<file path="config.mk">
export PLATFORM = sky130hd
export DESIGN_NAME = mux_8_1_scanner
export DESIGN_NICKNAME = d
export VERILOG_FILES = /design/src/rtl/mux_scan_pkg.sv /design/src/rtl/mux_scan_next_ch.sv /design/src/rtl/mux_8_1_scanner.sv
export SDC_FILE = /design/constraint.sdc
export NUM_CORES = 1
export LEC_CHECK = 0
export ABC_AREA = 0
export CAP_MARGIN = 20
export CORE_MARGIN = 3
export CORE_UTILIZATION = 35
export DETAILED_ROUTE_END_ITERATION = 8
export PLACE_DENSITY = 0.6
export SYNTH_ARGS = -nofsm -noshare
export SYNTH_HDL_FRONTEND = slang
export SYNTH_SLANG_ARGS = --single-unit
export TNS_END_PERCENT = 10
</file>
<file path="constraint.sdc">
create_clock -name Clock_In -period 2 [get_ports Clock_In]
set_input_delay 0.4 -clock Clock_In [delete_from_list [all_inputs] [get_ports Clock_In]]
set_output_delay 0.4 -clock Clock_In [all_outputs]
set_load 0.005 [all_outputs]
</file>
<file path="src/rtl/mux_scan_pkg.sv">
// Shared constants for the 8:1 MUX scanner: FSM state encoding and channel geometry.
package mux_scan_pkg;

  localparam int unsigned NUM_CH = 8;
  localparam int unsigned SEL_W  = 3;

  localparam logic [1:0] IDLE   = 2'd0;
  localparam logic [1:0] SETTLE = 2'd1;
  localparam logic [1:0] DONE   = 2'd2;

endpackage

</file>
<file path="src/rtl/mux_scan_next_ch.sv">
// Combinational search for the next set channel above the current select.
// With i_from_start=1 the current select is ignored, so the lowest set channel is returned.
module mux_scan_next_ch
  import mux_scan_pkg::*;
(
  input  logic [NUM_CH-1:0] i_mask,
  input  logic [SEL_W-1:0]  i_cur,
  input  logic              i_from_start,
  output logic [SEL_W-1:0]  o_next,
  output logic              o_last
);

  // Descending walk so the lowest qualifying channel is the final assignment.
  always_comb begin
    o_next = '0;
    o_last = 1'b1;
    for (int i = NUM_CH - 1; i >= 0; i--) begin
      if (i_mask[i] && (i_from_start || (i > int'(i_cur)))) begin
        o_next = SEL_W'(i);
        o_last = 1'b0;
      end
    end
  end

endmodule

</file>
<file path="src/rtl/mux_8_1_scanner.sv">
// Scans a masked set of 8:1 MUX channels, dwelling on each, and hands the captured frame
// downstream over valid/ready. Optional Parity_Out when MUX_SCAN_PARITY_EN is defined.
module mux_8_1_scanner
  import mux_scan_pkg::*;
#(
  parameter int unsigned DWELL_CYCLES = 4,
  parameter int unsigned CNT_W        = 8
) (
  input  logic              Clock_In,
  input  logic              Reset_n_In,
  input  logic              Start_In,
  input  logic              Continuous_In,
  input  logic [NUM_CH-1:0] Channel_Mask_In,
  input  logic              MUX_Data_In,
  output logic [SEL_W-1:0]  Select_Out,
  output logic              Enable_Out,
  output logic [NUM_CH-1:0] Sample_Data_Out,
  output logic              Sample_Valid_Out,
  input  logic              Sample_Ready_In,
  output logic              Busy_Out
`ifdef MUX_SCAN_PARITY_EN
  ,
  output logic              Parity_Out
`endif
);

  localparam logic [CNT_W-1:0] Reload = CNT_W'(DWELL_CYCLES - 1);

  logic [1:0]        r_state, w_state_nxt;
  logic [CNT_W-1:0]  r_cnt, w_cnt_nxt;
  logic [NUM_CH-1:0] r_mask, w_mask_nxt;
  logic [NUM_CH-1:0] r_shadow, w_shadow_nxt;
  logic [SEL_W-1:0]  r_sel, w_sel_nxt;
  logic              r_en, w_en_nxt;
  logic [NUM_CH-1:0] r_data, w_data_nxt;
  logic              r_valid, w_valid_nxt;
  logic              r_busy;

  logic [NUM_CH-1:0] w_scan_mask;
  logic              w_from_start;
  logic [SEL_W-1:0]  w_next_ch;
  logic              w_last;
  logic [NUM_CH-1:0] w_capture;
  logic              w_mask_nz;

  // Outside SETTLE the search runs on the live mask to find the first channel of a new scan.
  assign w_scan_mask  = (r_state == SETTLE) ? r_mask : Channel_Mask_In;
  assign w_from_start = (r_state != SETTLE);
  assign w_mask_nz    = |Channel_Mask_In;
  assign w_capture    = r_shadow | (NUM_CH'(MUX_Data_In) << r_sel);

  mux_scan_next_ch u_next_ch (
    .i_mask       (w_scan_mask),
    .i_cur        (r_sel),
    .i_from_start (w_from_start),
    .o_next       (w_next_ch),
    .o_last       (w_last)
  );

  always_comb begin
    w_state_nxt  = r_state;
    w_cnt_nxt    = r_cnt;
    w_mask_nxt   = r_mask;
    w_shadow_nxt = r_shadow;
    w_sel_nxt    = r_sel;
    w_en_nxt     = r_en;
    w_data_nxt   = r_data;
    w_valid_nxt  = r_valid;
    unique case (r_state)
      IDLE: begin
        if (Start_In && w_mask_nz) begin
          w_mask_nxt   = Channel_Mask_In;
          w_shadow_nxt = '0;
          w_sel_nxt    = w_next_ch;
          w_en_nxt     = 1'b1;
          w_cnt_nxt    = Reload;
          w_state_nxt  = SETTLE;
        end
      end
      SETTLE: begin
        if (r_cnt != '0) begin
          w_cnt_nxt = r_cnt - 1'b1;
        end else begin
          w_shadow_nxt = w_capture;
          if (!w_last) begin
            w_sel_nxt = w_next_ch;
            w_cnt_nxt = Reload;
          end else begin
            w_en_nxt    = 1'b0;
            w_data_nxt  = w_capture;
            w_valid_nxt = 1'b1;
            w_state_nxt = DONE;
          end
        end
      end
      DONE: begin
        if (Sample_Ready_In) begin
          w_valid_nxt = 1'b0;
          if (Continuous_In && w_mask_nz) begin
            w_mask_nxt   = Channel_Mask_In;
            w_shadow_nxt = '0;
            w_sel_nxt    = w_next_ch;
            w_en_nxt     = 1'b1;
            w_cnt_nxt    = Reload;
            w_state_nxt  = SETTLE;
          end else begin
            w_state_nxt = IDLE;
          end
        end
      end
      default: begin
        w_state_nxt = IDLE;
        w_en_nxt    = 1'b0;
        w_valid_nxt = 1'b0;
      end
    endcase
  end

  always_ff @(posedge Clock_In or negedge Reset_n_In) begin
    if (!Reset_n_In) begin
      r_state  <= IDLE;
      r_cnt    <= '0;
      r_mask   <= '0;
      r_shadow <= '0;
      r_sel    <= '0;
      r_en     <= 1'b0;
      r_data   <= '0;
      r_valid  <= 1'b0;
      r_busy   <= 1'b0;
    end else begin
      r_state  <= w_state_nxt;
      r_cnt    <= w_cnt_nxt;
      r_mask   <= w_mask_nxt;
      r_shadow <= w_shadow_nxt;
      r_sel    <= w_sel_nxt;
      r_en     <= w_en_nxt;
      r_data   <= w_data_nxt;
      r_valid  <= w_valid_nxt;
      r_busy   <= (w_state_nxt != IDLE);
    end
  end

`ifdef MUX_SCAN_PARITY_EN
  logic r_parity;

  // Parity of the held frame equals parity of the new frame whenever the frame updates.
  always_ff @(posedge Clock_In or negedge Reset_n_In) begin
    if (!Reset_n_In) begin
      r_parity <= 1'b0;
    end else begin
      r_parity <= ^w_data_nxt;
    end
  end

  assign Parity_Out = r_parity;
`endif

  assign Select_Out       = r_sel;
  assign Enable_Out       = r_en;
  assign Sample_Data_Out  = r_data;
  assign Sample_Valid_Out = r_valid;
  assign Busy_Out         = r_busy;

endmodule

</file>
==> impl_metrics.tcl <==
set metrics [dict create \
    worstMarginPinSlew_ps 400 \
    violations "negative setup slack" \
    synth_top_area_share_pct 44.6 \
    numPortBuffers 27 \
    cts_tree "yes" \
    async_flop_share_pct 100 \
    nFillCells 562 \
    synth_area_um2 2190 \
    synth_top_family_by_area "compound AO/OA/AOI/OAI gates" \
    pwr-share-seq_pct 28.1 \
    gr-usage-all-layers_pct 17.4 \
    post-route-period-util_pct 102 \
    yosysTopAreaCell "dfrtp_1" \
    yosysSeqAreaShare_pct 44.6 \
    synth_edf_count 0 \
    swShare_pct 39.6 \
    finalSetupViolations 10 \
    endpoint_kind "flip-flop" \
    required_ps 2220 \
    die_x_um 85.0 \
    power_density_nw_per_um2 1590 \
    max_freq_ghz 0.489 \
    cap_violations 0 \
    rows 28 \
    timing_hold_violations_final 0 \
    pre_cts_ws_ps -535 \
    dr.pass1.iters 4 \
    wire_per_inst_um 15.4 \
    relSlewSlack_pct 73.2 \
    routed_via_density 5.38 \
    vias 2071 \
    holdCritPathClass "flip-flop to flip-flop" \
    synth_ff_type "dfrtp_1" \
    antenna_found_initial 0 \
    ant_nets 0 \
    hpwl_mm 4.43 \
    synth_seq_cells 39 \
    wl_mm 5.92 \
    coreArea_um2 5990 \
    final_nets 324 \
    holdWs_ps 487 \
    regArea_um2 980 \
    die_height_um 85.0 \
    htree_levels 2 \
    crit_type "flip-flop to flip-flop" \
    finish.utilization_pct 52.2 \
    clock-sinks 39 \
    synth_compound_area_share_pct 24.1 \
    grt_pass1_vias 2024 \
    overflow 0 \
    ioPinCount 28 \
    clockPowerShare_pct 13.8 \
    syn_inst 231 \
    drc_errors 0 \
    drv_slew 0 \
    grt_pass1_wl_mm 10.1 \
    yosys.area_share.xor_xnor_pct 0 \
    die_area_um2 7230 \
    p_comb_share_pct 58.1 \
    status "finished with violations" \
    period_needed_ps 2050 \
    cts.clk_slew.worst_paths_ps 90 \
    initial_core_util_pct 36.5 \
    switching_power_mw 1.96 \
    area_growth_pct 43.2 \
    multiInputGateArea_um2 1240 \
    grt_max_degree 19 \
    yosys.area_share.simple_pct 22.3 \
    path_max_fanout 4 \
    yosysWarningCount 0 \
    insertion_delay_ps 300 \
    setup_ws_ps -45.5 \
    skew_ps 10.4 \
    antenna_cells 0 \
    vdd_drop_max_mv 0.823 \
    drt_iter0_markers 170 \
    power.internal_mw 3.00 \
    synth-adder-area-share_pct 0.572 \
    power.total_mw 4.97 \
    syn_avg_cell_area_um2 9.46 \
    cp-start-kind "flip-flop" \
    ys_types 54 \
    muxShareOfSynthArea_pct 4.58 \
    leakagePower_nw 1.35 \
    synth_area_leaders "dfrtp_1 45%, mux2_2 3.6%, a21oi_1 3.4%" \
    cts_buffer_depth 2 \
    gp_congestion 0.825 \
    cts_buffers 5 \
    crit_arrival_ps 2270 \
    rsz0062_at_grt "yes" \
    synth_fp_nets 246 \
    final_layout_size_suffix_gt1_share_pct 33.5 \
    root_buffer "clkbuf_8" \
]
placed cells by master, fill, tap and decap left out, types with 2 or more instances in the layout:
cell type	Yosys	layout
a32o_1	2	2
nor2b_1	5	4
nand2_1	19	19
dlygate4sd2_1	0	8
buf_4	0	53
o21ai_0	10	10
a22oi_2	2	2
and4_1	2	2
nand4_1	5	5
a32oi_1	2	2
nand2b_1	7	6
mux2_4	0	2
inv_1	6	6
o31ai_1	2	2
or4_4	1	3
a31o_2	2	2
o21bai_1	2	2
nor3_1	6	4
a21oi_2	0	2
clkdlybuf4s50_1	0	18
dfrtp_2	0	3
or3_1	2	2
nand3_1	6	6
a31oi_1	12	12
o21ai_1	9	9
a21o_1	5	5
a41oi_2	0	2
clkbuf_8	0	5
nor3_2	0	2
a21oi_1	15	12
mux2_2	7	6
a21boi_0	4	3
and3_1	2	2
and3b_1	2	2
dfrtp_1	39	36
nor2_1	17	16
synth_stat cells, types with 4 or more instances:
master    instances
a21boi_0          4
a21o_1            5
a21oi_1          15
a31oi_1          12
buf_2             4
dfrtp_1          39
inv_1             6
mux2_2            7
nand2_1          19
nand2b_1          7
nand3_1           6
nand4_1           5
nor2_1           17
nor2b_1           5
nor3_1            6
o21ai_0          10
o21ai_1           9
worst max-delay path, cell delays in order, from the launching register on:
cell and delay (ps):
dfrtp_1 410, nor4_4 290, and4bb_2 340, nand3_2 90, or4_4 470, and4_1 230, a31oi_1 130
state kept, by name, summed over array words and instances (netlist names):
| name | count |
|---|---|
| Sample_Data_Out | 8 |
| r_cnt | 8 |
| r_shadow | 8 |
| r_mask | 7 |
| Select_Out | 3 |
| r_state | 2 |
| Busy_Out | 1 |
| Enable_Out | 1 |
| Sample_Valid_Out | 1 |
metal layers:
metal	track usage (%)	vias up	routed length, µm
li1	-	1016	-
met1	25.7	990	2970
met2	26.1	56	2610
met3	3.20	9	262
met4	4.75	0	81
met5	0	-	0
repair_timing:
item / 4_1_cts / 5_1_grt
gates cloned: 0 / 0
setup endpoints to repair: 35 / 29
resized for setup: 29 / 6
buffers inserted: 5 / 0
endpoints found under the hold margin: 12 / 0
hold buffers: 1 / 0
pin swaps: 10 / 3
final cells by class:
type / count / share of cell area (%)
multi-input cells: 175 / 39.6
inverters: 6 / 0.720
well taps: 75 / 3.00
flip-flops and latches: 39 / 31.3
clock buffers: 5 / 2.20
repair buffers: 82 / 21.7
clock inverters: 3 / 1.48
power groups by stage:
stage / clock [mW] / combinational [mW] / sequential (mW)
CTS: 0.696 / 2.84 / 1.38
global route: 0.736 / 3.17 / 1.45
finish: 0.684 / 2.89 / 1.40
global placement: 0 / 2.62 / 1.38
detailed placement: 0 / 2.65 / 1.38
floorplan: 0 / 1.51 / 1.34
cell families (layout without fill, tap and decap cells):
kind of cell	after synthesis	count (layout)
AOI/OAI and AO/OA	77	77
and+or+nand+nor	88	88
buffers and inverters	17	96
muxes	9	9
adders and majority gates	1	1
DFF	39	39
metrics by stage:
step / area (µm²) / TNS (ps) / cells
global placement: 2870 / -14860 / 372
floorplan: 2200 / -101 / 231
detailed placement: 2870 / -15730 / 372
global route: 3130 / -1530 / 385
CTS: 3100 / -437 / 385
finish: 3130 / -212 / 385
worst paths after layout:
| path | slack (ps) | to | cells after the start | start |
|---|---|---|---|---|
| setup / recovery | -50 | r_cnt[1] | 6 | r_cnt[2] |
| hold / removal | 490 | Sample_Data_Out[1] | 2 | Sample_Data_Out[1] |
| max in group asynchronous | 940 | r_state[0] | 3 | Reset_n_In |
| hold reg to reg | 490 | Sample_Data_Out[1] | 2 | Sample_Data_Out[1] |
| min in group asynchronous | 510 | r_cnt[5] | 2 | Reset_n_In |
| setup reg to reg | -50 | r_cnt[1] | 6 | r_cnt[2] |
No activity file was read; power rests on OpenSTA's default activity.
